**src/rtl/tqvp_gera_gray_seq_pkg.sv**
```systemverilog
// Shared constants for the queued Gray/binary conversion peripheral:
// register addresses, sequencer states, status bit positions and job modes.
package tqvp_gera_gray_seq_pkg;

    localparam int DEPTH = 4;

    localparam logic [3:0] ADDR_CTRL     = 4'h0;
    localparam logic [3:0] ADDR_PUSH_B2G = 4'h1;
    localparam logic [3:0] ADDR_PUSH_G2B = 4'h2;
    localparam logic [3:0] ADDR_RESULT   = 4'h3;
    localparam logic [3:0] ADDR_COUNT    = 4'h4;

    localparam int ST_JOB_EMPTY = 0;
    localparam int ST_JOB_FULL  = 1;
    localparam int ST_RES_EMPTY = 2;
    localparam int ST_RES_FULL  = 3;
    localparam int ST_BUSY      = 4;
    localparam int ST_OVERFLOW  = 5;
    localparam int ST_UNDERFLOW = 6;

    localparam logic MODE_B2G = 1'b0;
    localparam logic MODE_G2B = 1'b1;

    typedef enum logic [1:0] {
        ST_IDLE  = 2'd0,
        ST_SHIFT = 2'd1,
        ST_STORE = 2'd2
    } state_t;

endpackage

```
**src/rtl/tqvp_gera_gray_fifo.sv**
```systemverilog
// Four-entry synchronous FIFO with occupancy count and synchronous flush.
// Push while full and pop while empty are ignored; the caller tracks errors.
module tqvp_gera_gray_fifo #(
    parameter int WIDTH = 8,
    parameter int DEPTH = 4
) (
    input  logic             clk,
    input  logic             rst_n,
    input  logic             flush,
    input  logic             push,
    input  logic             pop,
    input  logic [WIDTH-1:0] wdata,
    output logic [WIDTH-1:0] rdata,
    output logic [2:0]       count,
    output logic             full,
    output logic             empty
);

    logic [WIDTH-1:0] mem [DEPTH];
    logic [1:0]       wr_ptr;
    logic [1:0]       rd_ptr;
    logic             do_push;
    logic             do_pop;

    assign full    = (count == 3'(DEPTH));
    assign empty   = (count == 3'd0);
    assign do_push = push && !full;
    assign do_pop  = pop && !empty;
    assign rdata   = mem[rd_ptr];

    always_ff @(posedge clk or negedge rst_n) begin
        if (!rst_n) begin
            wr_ptr <= 2'd0;
            rd_ptr <= 2'd0;
            count  <= 3'd0;
        end else if (flush) begin
            wr_ptr <= 2'd0;
            rd_ptr <= 2'd0;
            count  <= 3'd0;
        end else begin
            if (do_push) wr_ptr <= wr_ptr + 2'd1;
            if (do_pop)  rd_ptr <= rd_ptr + 2'd1;
            case ({do_push, do_pop})
                2'b10:   count <= count + 3'd1;
                2'b01:   count <= count - 3'd1;
                default: count <= count;
            endcase
        end
    end

    // Storage needs no reset: entries are only observed while count says they are valid.
    always_ff @(posedge clk) begin
        if (do_push && !flush) mem[wr_ptr] <= wdata;
    end

endmodule

```
**src/rtl/tqvp_gera_gray_seq.sv**
```systemverilog
// TinyQV peripheral: queued bit-serial Gray<->binary converter. Jobs are pushed
// into a FIFO, converted MSB-first one bit per cycle, and results queued for readout.
module tqvp_gera_gray_seq #(
    parameter int DEPTH = 4
) (
    input  logic       clk,
    input  logic       rst_n,
    input  logic [7:0] ui_in,
    output logic [7:0] uo_out,
    input  logic [3:0] address,
    input  logic       data_write,
    input  logic [7:0] data_in,
    output logic [7:0] data_out
);

    import tqvp_gera_gray_seq_pkg::*;

    state_t     state;
    state_t     state_next;
    logic [7:0] shreg;
    logic [7:0] result;
    logic [2:0] bitcnt;
    logic       mode;
    logic       prev;
    logic       overflow;
    logic       underflow;

    logic       flush;
    logic       clr_flags;
    logic       push_req;
    logic       pop_req;
    logic [8:0] job_wdata;
    logic [8:0] job_rdata;
    logic [2:0] job_count;
    logic       job_full;
    logic       job_empty;
    logic       job_pop;
    logic [7:0] res_rdata;
    logic [2:0] res_count;
    logic       res_full;
    logic       res_empty;
    logic       res_push;
    logic       shift_in;
    logic       out_bit;
    logic       unused_ui;

    assign unused_ui = &{1'b0, ui_in};

    assign flush     = data_write && (address == ADDR_CTRL) && data_in[0];
    assign clr_flags = data_write && (address == ADDR_CTRL) && data_in[1];
    assign push_req  = data_write && ((address == ADDR_PUSH_B2G) || (address == ADDR_PUSH_G2B));
    assign pop_req   = data_write && (address == ADDR_RESULT);
    assign job_wdata = {(address == ADDR_PUSH_G2B) ? MODE_G2B : MODE_B2G, data_in};

    assign shift_in  = shreg[7];
    assign out_bit   = shift_in ^ prev;

    tqvp_gera_gray_fifo #(.WIDTH(9), .DEPTH(DEPTH)) u_job_fifo (
        .clk   (clk),
        .rst_n (rst_n),
        .flush (flush),
        .push  (push_req),
        .pop   (job_pop),
        .wdata (job_wdata),
        .rdata (job_rdata),
        .count (job_count),
        .full  (job_full),
        .empty (job_empty)
    );

    tqvp_gera_gray_fifo #(.WIDTH(8), .DEPTH(DEPTH)) u_res_fifo (
        .clk   (clk),
        .rst_n (rst_n),
        .flush (flush),
        .push  (res_push),
        .pop   (pop_req),
        .wdata (result),
        .rdata (res_rdata),
        .count (res_count),
        .full  (res_full),
        .empty (res_empty)
    );

    always_ff @(posedge clk or negedge rst_n) begin
        if (!rst_n) state <= ST_IDLE;
        else        state <= state_next;
    end

    always_comb begin
        state_next = state;
        job_pop    = 1'b0;
        res_push   = 1'b0;
        case (state)
            ST_IDLE: begin
                if (!job_empty) begin
                    job_pop    = 1'b1;
                    state_next = ST_SHIFT;
                end
            end
            ST_SHIFT: begin
                if (bitcnt == 3'd0) state_next = ST_STORE;
            end
            ST_STORE: begin
                if (!res_full) begin
                    res_push   = 1'b1;
                    state_next = ST_IDLE;
                end
            end
            default: state_next = ST_IDLE;
        endcase
        if (flush) state_next = ST_IDLE;
    end

    // B2G feeds back the raw input bit, G2B feeds back the decoded bit.
    always_ff @(posedge clk or negedge rst_n) begin
        if (!rst_n) begin
            shreg  <= 8'd0;
            result <= 8'd0;
            bitcnt <= 3'd0;
            mode   <= MODE_B2G;
            prev   <= 1'b0;
            uo_out <= 8'd0;
        end else if (flush) begin
            uo_out <= 8'd0;
        end else begin
            case (state)
                ST_IDLE: begin
                    if (!job_empty) begin
                        shreg  <= job_rdata[7:0];
                        mode   <= job_rdata[8];
                        prev   <= 1'b0;
                        bitcnt <= 3'd7;
                    end
                end
                ST_SHIFT: begin
                    shreg  <= {shreg[6:0], 1'b0};
                    result <= {result[6:0], out_bit};
                    prev   <= (mode == MODE_G2B) ? out_bit : shift_in;
                    bitcnt <= bitcnt - 3'd1;
                end
                ST_STORE: begin
                    if (res_push) uo_out <= result;
                end
                default: ;
            endcase
        end
    end

    always_ff @(posedge clk or negedge rst_n) begin
        if (!rst_n) begin
            overflow  <= 1'b0;
            underflow <= 1'b0;
        end else if (clr_flags) begin
            overflow  <= 1'b0;
            underflow <= 1'b0;
        end else begin
            if (push_req && job_full)  overflow  <= 1'b1;
            if (pop_req && res_empty)  underflow <= 1'b1;
        end
    end

    always_comb begin
        data_out = 8'd0;
        case (address)
            ADDR_CTRL: begin
                data_out[ST_JOB_EMPTY] = job_empty;
                data_out[ST_JOB_FULL]  = job_full;
                data_out[ST_RES_EMPTY] = res_empty;
                data_out[ST_RES_FULL]  = res_full;
                data_out[ST_BUSY]      = (state != ST_IDLE);
                data_out[ST_OVERFLOW]  = overflow;
                data_out[ST_UNDERFLOW] = underflow;
            end
            ADDR_RESULT: data_out = res_empty ? 8'd0 : res_rdata;
            ADDR_COUNT:  data_out = {1'b0, res_count, 1'b0, job_count};
            default:     data_out = 8'd0;
        endcase
    end

endmodule

```
**config.mk**
```make
export PLATFORM = sky130hd
export DESIGN_NAME = tqvp_gera_gray_seq
export DESIGN_NICKNAME = d
export VERILOG_FILES = /design/src/rtl/tqvp_gera_gray_seq_pkg.sv /design/src/rtl/tqvp_gera_gray_fifo.sv /design/src/rtl/tqvp_gera_gray_seq.sv
export SDC_FILE = /design/constraint.sdc
export NUM_CORES = 1
export LEC_CHECK = 0
export BUFFER_PORTS_ARGS = -buffer_cell sky130_fd_sc_hd__buf_2
export CORE_MARGIN = 3
export CORE_UTILIZATION = 35
export DETAILED_ROUTE_END_ITERATION = 8
export SKIP_CTS_REPAIR_TIMING = 1
export SLEW_MARGIN = 10
export SYNTH_ARGS = -nofsm -noshare
export SYNTH_HDL_FRONTEND = slang
export SYNTH_SLANG_ARGS = --single-unit
export TNS_END_PERCENT = 1
```
**constraint.sdc**
```tcl
create_clock -name clk -period 3 [get_ports clk]
set_clock_uncertainty 0.1 [all_clocks]
set_input_delay 0.6 -clock clk [delete_from_list [all_inputs] [get_ports clk]]
set_output_delay 0.6 -clock clk [all_outputs]
set_load 0.05 [all_outputs]
```
# [Word level (Yosys, flattened, before mapping)]
# Memories as Yosys holds them, arrays and structs flattened.
# Cells that the tools add are included.
[word_totals] ram_bits=68 wordCells=129 in_bits=23 reg_bits=47 n_memories=2
[classes] bitwise=3 reduce_logical=41 mux=43 addsub=9 eq_ne=16
[memory_table] name="u_job_fifo.mem" words=4 word_bits=9 rd=1 rd_ports_with_merged_regs=0 wr=1 line_no="tqvp_gera_gray_fifo.sv:19" rtl="logic [WIDTH-1:0] mem [DEPTH];"
[memory_table] name="u_res_fifo.mem" words=4 word_bits=8 rd=1 rd_ports_with_merged_regs=0 wr=1 line_no="tqvp_gera_gray_fifo.sv:19"
[op_table] operator="8-bit two-way mux" n=5
[op_table] operator="2-bit two-way mux" n=12
[op_table] operator="7-bit case mux with 3 select lines" n=1
[op_table] operator="2-bit nonzero test" n=10
[op_table] operator="3-bit case mux with 2 select lines" n=3
[op_table] operator="1-bit two-way mux" n=16
[op_table] operator="8-bit case mux with 2 select lines" n=1
[op_table] operator="1-bit logical AND" n=13
[op_table] operator="3-bit zero test" n=3
[op_table] operator="3-bit two-way mux" n=3
[op_table] operator="3-bit by 2-bit != test with 1-bit output (second input constant)" n=3
[op_table] operator="3-bit AND reduction" n=3
[op_table] operator="3-bit by 1-bit subtractor with 3-bit output (second input constant)" n=3
[op_table] operator="2-bit by 1-bit adder with 2-bit output (second input constant)" n=4
[op_table] operator="4-bit by 2-bit == test with 1-bit output (second input constant)" n=2
[op_table] operator="3-bit by 1-bit adder with 3-bit output (second input constant)" n=2
[op_table] operator="2-bit by 1-bit == test with 1-bit output (second input constant)" n=3
[op_table] operator="2-bit == test (second input constant)" n=3
[op_table] operator="3-bit == test (second input constant)" n=2
[op_table] operator="2-bit case mux with 3 select lines" n=1
[op_table] operator="3-bit nonzero test" n=2
[op_table] operator="1-bit zero test" n=5
[op_table] operator="4-bit by 1-bit == test with 1-bit output (second input constant)" n=1
[op_table] operator="4-bit by 3-bit == test with 1-bit output (second input constant)" n=1
[op_table] operator="other kinds (8)" n=10

# [Longest topological paths before layout]
# Gate-level depths: netlist of run 1.
[logic_depth] depth_word=7 depth_mapped=7 mapped_depth_nobuf=5

# [Modules after synthesis]
# From an unflattened synthesis of run 1, not the netlist that was laid out.
[hier_totals] cells_unflattened=357 area_unflattened_um2=5301.3
[modules_own_cells] mod="tqvp_gera_gray_fifo at u_job_fifo" area_per_inst_um2=1873.0 n_inst=1 cells_each=111 seq_area_each_um2=1256.2
[modules_own_cells] mod="tqvp_gera_gray_fifo at u_res_fifo" area_per_inst_um2=1730.4 n_inst=1 cells_each=106 seq_area_each_um2=1136.1
[modules_own_cells] mod="tqvp_gera_gray_seq" area_per_inst_um2=1697.9 n_inst=1 cells_each=140 seq_area_each_um2=825.8

# [Worst setup path after synthesis of run 1]
# OpenSTA, ideal clock, no wires.
[synth_timing] path_type="input port to output port" from="input address[0]" to="output data_out[3]" arrival_time_ps=2508 setup_slack_ps=-208 path_buffers=2 stages=4 path_cell_list="buf_4 > or4_1 > buf_2 > o21ai_0"
[synth_via] elab_chain_len=2
[synth_lines] element="start, declared" line_no="tqvp_gera_gray_seq.sv:10" rtl="input logic [3:0] address,"
[synth_lines] element="4-bit by 3-bit == test with 1-bit output, or another cell as far along" line_no="tqvp_gera_gray_seq.sv:164" rtl="case (address)"
[synth_lines] element="7-bit case mux with 3 select lines *" line_no="tqvp_gera_gray_seq.sv:164"
[synth_lines] element="end, declared" line_no="tqvp_gera_gray_seq.sv:13" rtl="output logic [7:0] data_out"
# Mark *: on every way between the ends. The rest lies on a longest branch, timed or not.

# [Worst setup path in the final report of run 1]
[layout_timing] from="register u_res_fifo.rd_ptr[0]" to="output data_out[0]"
[layout_via] elab_chain_len=3
[layout_lines] element="start, declared" line_no="tqvp_gera_gray_fifo.sv:21" rtl="logic [1:0] rd_ptr;"
[layout_lines] element="start signal, assigned" line_no="tqvp_gera_gray_fifo.sv:42" rtl="if (do_pop) rd_ptr <= rd_ptr + 2'd1;"
[layout_lines] element="memory read 4 x 8 bit"
[layout_lines] element="8-bit two-way mux" line_no="tqvp_gera_gray_seq.sv:174" rtl="ADDR_RESULT: data_out = res_empty ? 8'd0 : res_rdata;"
[layout_lines] element="7-bit case mux with 3 select lines" line_no="tqvp_gera_gray_seq.sv:164"
# Every way passes these cells.

==> results_tabular.tex, run 1 <==
\begin{tabular}{lr}
\hline
Metric & Value \\
\hline
\multicolumn{2}{l}{\textbf{STA}} \\
\quad Total count of max-transition violations in the final report & 0 \\
\quad Least-Margin Pin Slew & 0.710 ns \\
\quad Final hold violation count & 0 \\
\quad Final setup vio count & 0 \\
\quad Period minus WS final & 2.81 ns \\
\quad Fin crit share & 0.938 \\
\quad Maximum operating frequency & 356 MHz \\
\quad Unrepaired setup endpoints after global routing & no \\
\quad Worst setup slack after layout & 0.187 ns \\
\quad Headroom to the max-slew limit & 0.527 \\
\quad Final setup TNS & 0 ns \\
\multicolumn{2}{l}{\textbf{Clock network}} \\
\quad Total CTS buffers & 17 \\
\quad Clock transition at the registers of the reported paths & 0.05 ns \\
\quad Largest buffer count on any clock path & 2 \\
\quad CTS tree & built \\
\quad Cell at the root of the clock tree & sky130\_fd\_sc\_hd\_\_clkbuf\_16 \\
\quad Sinks on the clock net & 115 \\
\quad Clock latency on the worst-skew pair & 0.41 ns \\
\quad H-tree Lvls & 4 \\
\multicolumn{2}{l}{\textbf{Critical path}} \\
\quad Sequence of cells on the critical path & buf\_4 -> mux4\_2 -> nand3\_1 -> nand2\_1 -> buf\_2 \\
\quad Worst reg-to-reg setup slack & 0.68 ns \\
\quad Dominant delay contributor by cell family on the critical path & flip-flops \\
\quad WS Path Type & reg -> out \\
\quad Startpoint Class & register \\
\quad CP max-delay cell & sky130\_fd\_sc\_hd\_\_dfrtp\_1 \\
\quad Largest fanout of any net on the critical path & 7 \\
\quad Arrival time of data at the critical path endpoint & 2.11 ns \\
\quad Sort of element at the end of the critical path & output pin \\
\quad Max stage delay on crit path & 0.56 ns \\
\quad CP bufs+invs & 2 \\
\quad Data required time at the worst endpoint & 2.30 ns \\
\multicolumn{2}{l}{\textbf{Logic synthesis}} \\
\quad Top FF cell, synth & sky130\_fd\_sc\_hd\_\_edfxtp\_1 \\
\quad Sequential element share of the synthesized area & 0.636 \\
\quad Synthesized area per cell & 14.0 um\^{}2 \\
\quad Synthesized instance count & 361 \\
\quad Net count after synthesis & 396 \\
\quad Top cell type's share of synthesized area & 0.403 \\
\quad Synth Area in XOR/XNOR & 0.0138 \\
\quad Cell variety after synth & 52 \\
\quad Fraction of the mapped netlist area in compound gates & 0.0739 \\
\quad Area share of fa/ha/maj cells after synthesis & 0.0326 \\
\quad Cell with the most instances after synthesis & sky130\_fd\_sc\_hd\_\_edfxtp\_1 \\
\quad Top cells by instance count after synthesis & 68 x sky130\_fd\_sc\_hd\_\_edfxtp\_1, 48 x sky130\_fd\_sc\_hd\_\_nand2\_1, 47 x sky130\_fd\_sc\_hd\_\_dfrtp\_1 \\
\quad Fraction of the mapped netlist area in simple logic gates & 0.117 \\
\quad Number of warning messages in the yosys log & 0 \\
\quad Largest area contributor in the synthesized netlist & sky130\_fd\_sc\_hd\_\_edfxtp\_1 \\
\quad Main combinational cell family by area after synthesis & simple AND/OR/NAND/NOR gates \\
\quad Synth area leaders & sky130\_fd\_sc\_hd\_\_edfxtp\_1 40\%, sky130\_fd\_sc\_hd\_\_dfrtp\_1 23\%, sky130\_fd\_sc\_hd\_\_mux4\_2 7.6\% \\
\quad Synthesized area & 0.00506 mm\^{}2 \\
\quad Number of synthesized register bits & 115 \\
\quad Multiplexer area fraction after synthesis & 0.101 \\
\quad Count of flip-flops with a built-in enable after synthesis & 68 \\
\quad Post-synth ARST share & 0.409 \\
\multicolumn{2}{l}{\textbf{Detailed routing}} \\
\quad Routed via count divided by cell count & 5.05 \\
\quad Total vias in the final route & 3,030 \\
\quad Number of DRC violations after detailed routing & 0 \\
\quad Antenna Violating Nets Remaining & 0 \\
\quad WL final & 10,400 um \\
\quad DRC violation total after the first TritonRoute iteration & 180 \\
\quad 1st-pass router iterations & 4 \\
\quad Average routed wire per standard cell & 17.3 um \\
\multicolumn{2}{l}{\textbf{Power}} \\
\quad Standby leakage power & 2.38 nW \\
\quad Power consumption & 5.90 mW \\
\quad Worst supply voltage drop on vdd & 0.403 mV \\
\quad Power density of the placed cells & 974 mW/mm\^{}2 \\
\multicolumn{2}{l}{\textbf{Floorplanning}} \\
\quad Top Ports & 39 \\
\quad Width of the die & 126 um \\
\quad Site row count & 43 \\
\quad Core Footprint & 0.0140 mm\^{}2 \\
\quad Die extent in y & 126 um \\
\quad Floorplan die area & 0.0159 mm\^{}2 \\
\quad Starting utilization of the core area & 0.362 \\
\multicolumn{2}{l}{\textbf{Global routing}} \\
\quad Aggregate global routing overflow & 0 \\
\quad Maximum number of pins on one net before global-route repair & 25 \\
\quad Wire length of the first global-routing pass & 17,000 um \\
\quad Overall Global Routing Usage & 0.137 \\
\quad Via count of the first global-routing pass & 3,144 \\
\quad Antenna violations before repair & 0 \\
\multicolumn{2}{l}{\textbf{Status}} \\
\quad Result of the run & complete, no violations \\
\multicolumn{2}{l}{\textbf{Place}} \\
\quad Detailed placer's ending HPWL & 6930 um \\
\quad Pre-CTS setup slack & 0.316 ns \\
\quad Port Buffers & 30 \\
\quad Final GP Congestion & 0.755 \\
\quad DP Cell Count & 567 \\
\multicolumn{2}{l}{\textbf{Finish}} \\
\quad Ratio of cells with drive above 1 in the final layout & 0.257 \\
\quad Number of standard cells in the layout, taps in and fillers out & 600 \\
\quad Number of nets in the layout & 442 \\
\quad Combined area of the multi-input logic cells & 0.00172 mm\^{}2 \\
\quad Total inserted antenna cells & 0 \\
\quad FILL cells & 1,289 \\
\quad Area growth from synthesis to layout & 19.7\% \\
\quad Area taken by flip-flops and latches & 0.00322 mm\^{}2 \\
\multicolumn{2}{l}{\textbf{Hold path}} \\
\quad Worst hold path type & in -> reg \\
\multicolumn{2}{l}{\textbf{Flow run}} \\
\quad Maximum Capacitance Violations & 0 \\
\hline
\end{tabular}
## routing by layer
layer / GRT usage / wire length [um] / up-vias
met1: 0.176 / 4360 / 1509
met3: 0.0352 / 609 / 13
met4: 0.0536 / 135 / 0
met2: 0.224 / 5270 / 65
li1: - / - / 1443
met5: 0 / 0 / -
## metrics by stage
step / area [um^2] / hold slack [ns] / utilization
2_1_floorplan: 5060 / 0.204 / -
3_3_place_gp: 5440 / 0.353 / 0.389
3_5_place_dp: 5440 / 0.357 / 0.389
4_1_cts: 6050 / -0.0744 / 0.432
5_1_grt: 6060 / 0.306 / 0.433
6_report: 6060 / 0.313 / 0.433
## report_power, final
part | switching (mW) | total, mW | internal (mW)
combinational | 0.723 | 1.38 | 0.656
clock | 0.691 | 2.08 | 1.39
sequential | 0.407 | 2.45 | 2.04
total | 1.82 | 5.90 | 4.08
## cell families after synthesis
| group | Yosys count |
|---|---|
| adders and majority gates | 12 |
| and+or+nand+nor | 121 |
| xor gates and xnor gates | 8 |
| DFF | 115 |
| muxes | 29 |
| buffers and inverters | 26 |
| AOI/OAI and AO/OA | 50 |
## state kept, by name (all words and copies together) (netlist names), 3 cells and up
register / cells
u_job_fifo.mem: 36
uo_out: 8
u_res_fifo.count: 3
bitcnt: 3
result: 8
u_res_fifo.mem: 32
u_job_fifo.count: 3
shreg: 8
## cells in the final DEF, fill, tap and decap left out, types with 7 or more instances in the layout
cell type,count
sky130_fd_sc_hd__edfxtp_1,68
sky130_fd_sc_hd__nand2_1,48
sky130_fd_sc_hd__dfrtp_1,47
sky130_fd_sc_hd__buf_2,30
sky130_fd_sc_hd__nor2_1,20
sky130_fd_sc_hd__mux4_2,17
sky130_fd_sc_hd__clkbuf_16,17
sky130_fd_sc_hd__a21oi_1,15
sky130_fd_sc_hd__nand3_1,13
sky130_fd_sc_hd__buf_4,12
sky130_fd_sc_hd__inv_1,10
sky130_fd_sc_hd__ha_1,10
sky130_fd_sc_hd__a31oi_1,8
sky130_fd_sc_hd__mux2_2,8
sky130_fd_sc_hd__nor3_1,7
## worst paths after layout
kind | startpoint | end | cells after the start
min | data_in[6] | u_job_fifo.mem[0][6] | 1
max | u_res_fifo.rd_ptr[0] | data_out[0] | 5
max reg2reg | u_res_fifo.count[1] | u_res_fifo.count[2] | 5
max in group asynchronous | rst_n | mode | 3
min reg2reg | bitcnt[0] | bitcnt[0] | 1
min in group asynchronous | rst_n | result[7] | 2
## final cells by class
class / instances / area share
Sequential cell: 115 / 0.531
Timing Repair Buffer: 43 / 0.0413
Inverter: 10 / 0.00619
Tap cell: 180 / 0.0372
Clock buffer: 22 / 0.0799
Clock inverter: 10 / 0.0213
Multi-Input combinational cell: 220 / 0.283
(Power assumes the default switching activity.)
==> run 2: changes to the inputs <==
==> constraint.sdc (replaced) <==
create_clock -name clk -period 3.3 [get_ports clk]
set_clock_uncertainty 0.1 [all_clocks]
set_input_delay 0.66 -clock clk [delete_from_list [all_inputs] [get_ports clk]]
set_output_delay 0.66 -clock clk [all_outputs]
set_load 0.05 [all_outputs]
==> run 2 against run 1 <==
Compared with the run above:
- worst setup slack improved by 0.19 ns
- combinational power fell by 11%
- critical path depth shrank 1
==> results_tabular.tex, run 2 (synthesized netlist as in run 1, its figures left out) <==
\begin{tabular}{lr}
\hline
Metric & Value \\
\hline
\multicolumn{2}{l}{\textbf{Floorplanning}} \\
\quad Top Ports & 39 (unchanged) \\
\quad Die extent in y & 126 um (unchanged) \\
\quad Site row count & 43 (unchanged) \\
\quad Starting utilization of the core area & 0.362 (unchanged) \\
\quad Floorplan die area & 0.0159 mm\^{}2 (unchanged) \\
\quad Width of the die & 126 um (unchanged) \\
\quad Core Footprint & 0.0140 mm\^{}2 (unchanged) \\
\multicolumn{2}{l}{\textbf{Global routing}} \\
\quad Wire length of the first global-routing pass & 16,500 um (was 17,000 um) \\
\quad Overall Global Routing Usage & 0.134 (was 0.137) \\
\quad Maximum number of pins on one net before global-route repair & 48 (was 25) \\
\quad Via count of the first global-routing pass & 3,108 (was 3,144) \\
\quad Antenna violations before repair & 0 (unchanged) \\
\quad Aggregate global routing overflow & 0 (unchanged) \\
\multicolumn{2}{l}{\textbf{STA}} \\
\quad Total count of max-transition violations in the final report & 0 (unchanged) \\
\quad Worst-case hold slack & 0.332 ns (was 0.313 ns) \\
\quad Final setup TNS & 0 ns (unchanged) \\
\quad Period minus WS final & 2.92 ns \\
\quad Fin crit share & 0.884 \\
\quad Final hold violation count & 0 (unchanged) \\
\quad Final setup vio count & 0 (unchanged) \\
\quad Headroom to the max-slew limit & 0.289 (was 0.527) \\
\quad Worst setup slack after layout & 0.382 ns (was 0.187 ns) \\
\quad Least-Margin Pin Slew & 1.07 ns (was 0.710 ns) \\
\quad Maximum operating frequency & 343 MHz \\
\quad Unrepaired setup endpoints after global routing & no (unchanged) \\
\multicolumn{2}{l}{\textbf{Finish}} \\
\quad Most common cell after layout, fill and taps aside & sky130\_fd\_sc\_hd\_\_edfxtp\_1 (unchanged) \\
\quad Number of nets in the layout & 436 (was 442) \\
\quad Area growth from synthesis to layout & 18.2\% (was 19.7\%) \\
\quad Biggest regs & u\_job\_fifo.mem x36, u\_res\_fifo.mem x32 (unchanged) \\
\quad Number of flip-flops in the largest register & 36 (unchanged) \\
\quad Total inserted antenna cells & 0 (unchanged) \\
\quad Fin util & 0.428 (was 0.433) \\
\quad Most flops, register & u\_job\_fifo.mem (unchanged) \\
\quad Post-route cell area & 0.00598 mm\^{}2 (was 0.00606 mm\^{}2) \\
\quad Highest-count cells in the layout ignoring fill and taps & 68 x sky130\_fd\_sc\_hd\_\_edfxtp\_1, 48 x sky130\_fd\_sc\_hd\_\_nand2\_1, 47 x sky130\_fd\_sc\_hd\_\_dfrtp\_1 (unchanged) \\
\quad Number of standard cells in the layout, taps in and fillers out & 594 (was 600) \\
\quad Ratio of cells with drive above 1 in the final layout & 0.239 (was 0.257) \\
\multicolumn{2}{l}{\textbf{Critical path}} \\
\quad CP bufs+invs & 1 (was 2) \\
\quad Max stage delay on crit path & 0.72 ns (was 0.56 ns) \\
\quad Data required time at the worst endpoint & 2.54 ns (was 2.30 ns) \\
\quad Sort of element at the end of the critical path & output pin (unchanged) \\
\quad Startpoint Class & register (unchanged) \\
\quad Dominant delay contributor by cell family on the critical path & flip-flops (unchanged) \\
\quad Sequence of cells on the critical path & mux4\_2 -> nand3\_1 -> o211ai\_1 -> buf\_2 (was buf\_4 -> mux4\_2 -> nand3\_1 -> nand2\_1 -> buf\_2) \\
\quad CP max-delay cell & sky130\_fd\_sc\_hd\_\_dfrtp\_1 (unchanged) \\
\quad WS Path Type & reg -> out (unchanged) \\
\quad Arrival time of data at the critical path endpoint & 2.16 ns (was 2.11 ns) \\
\quad Largest fanout of any net on the critical path & 10 (was 7) \\
\multicolumn{2}{l}{\textbf{Clock network}} \\
\quad Clock latency on the worst-skew pair & 0.41 ns (about the same) \\
\quad Largest buffer count on any clock path & 2 (unchanged) \\
\quad Total CTS buffers & 17 (unchanged) \\
\quad H-tree Lvls & 4 (unchanged) \\
\quad CTS tree & built (unchanged) \\
\quad Sinks on the clock net & 115 (unchanged) \\
\quad Cell at the root of the clock tree & sky130\_fd\_sc\_hd\_\_clkbuf\_16 (unchanged) \\
\quad Clock transition at the registers of the reported paths & 0.05 ns (about the same) \\
\multicolumn{2}{l}{\textbf{Detailed routing}} \\
\quad Average routed wire per standard cell & 16.8 um (was 17.3 um) \\
\quad Number of DRC violations after detailed routing & 0 (unchanged) \\
\quad Total vias in the final route & 2,995 (was 3,030) \\
\quad 1st-pass router iterations & 5 (was 4) \\
\quad DRC violation total after the first TritonRoute iteration & 142 (was 180) \\
\quad Routed via count divided by cell count & 5.04 (was 5.05) \\
\quad Antenna Violating Nets Remaining & 0 (unchanged) \\
\quad WL final & 10000 um (was 10,400 um) \\
\multicolumn{2}{l}{\textbf{Power}} \\
\quad Power consumption & 5.26 mW (was 5.90 mW) \\
\quad Power density of the placed cells & 879 mW/mm\^{}2 (was 974 mW/mm\^{}2) \\
\quad Worst supply voltage drop on vdd & 0.369 mV (was 0.403 mV) \\
\quad Standby leakage power & 2.32 nW (was 2.38 nW) \\
\multicolumn{2}{l}{\textbf{Place}} \\
\quad Placement Cell Area & 0.00540 mm\^{}2 (was 0.00544 mm\^{}2) \\
\quad Final GP Congestion & 0.798 (was 0.755) \\
\quad Pre-CTS setup slack & 0.393 ns (was 0.316 ns) \\
\quad DP Cell Count & 562 (was 567) \\
\quad Port Buffers & 30 (unchanged) \\
\quad Detailed placer's ending HPWL & 6680 um (was 6930 um) \\
\multicolumn{2}{l}{\textbf{Hold path}} \\
\quad Worst hold path type & in -> async (was in -> reg) \\
\multicolumn{2}{l}{\textbf{Flow run}} \\
\quad Maximum Capacitance Violations & 0 (unchanged) \\
\multicolumn{2}{l}{\textbf{Status}} \\
\quad Result of the run & complete, no violations (unchanged) \\
\hline
\end{tabular}
-- run 2: cell types whose count changed in the layout (fill, tap and decap cells not counted), sizes merged --
cell,delta
buf,-5
clkbuf,-1
clkinv,-2
clkinvlp,+3
dlygate4sd3,-1
-- run 2: final timing paths --
kind	start	endpoint	slack, ns	cells after the start
max in group asynchronous	rst_n	uo_out[0]	2.09	1
worst max-delay path	u_res_fifo.rd_ptr[0]	data_out[4]	0.38	4
min in group clk	bitcnt[0]	bitcnt[0]	0.37	1
worst min register to register	bitcnt[0]	bitcnt[0]	0.37	1
worst max register to register	u_res_fifo.count[1]	u_res_fifo.count[2]	0.93	5
worst min-delay path	rst_n	uo_out[3]	0.33	1
-- run 2: final cells by class --
cell class,instances,area [um^2]
repair buffers,37,203
multi-input cells,220,1720
fillers,1286,8000
inverters,10,37.5
clock inverters,11,135
flip-flops and latches,115,3220
well taps,180,225
clock buffers,21,450
-- run 2: worst reg2reg max path: cells and delay by family, from the launching register on --
| kind | cells | cell delay [ns] |
|---|---|---|
| AOI/OAI and AO/OA | 1 | 0.30 |
| and+or+nand+nor | 1 | 0.58 |
| muxes | 2 | 0.43 |
| DFF | 1 | 0.47 |
| adders and majority gates | 1 | 0.42 |
-- run 2: per-layer routing --
layer / global-route usage / up-vias / wire length [um]
li1: - / 1435 / -
met1: 0.179 / 1508 / 4480
met2: 0.211 / 43 / 5030
met3: 0.0424 / 9 / 354
met4: 0.0435 / 0 / 127
met5: 0 / - / 0
-- run 2: power by group --
part / total, mW / switching, mW / internal (mW)
registers: 2.23 / 0.379 / 1.85
logic: 1.23 / 0.647 / 0.582
clock network: 1.80 / 0.605 / 1.19
total: 5.26 / 1.63 / 3.63
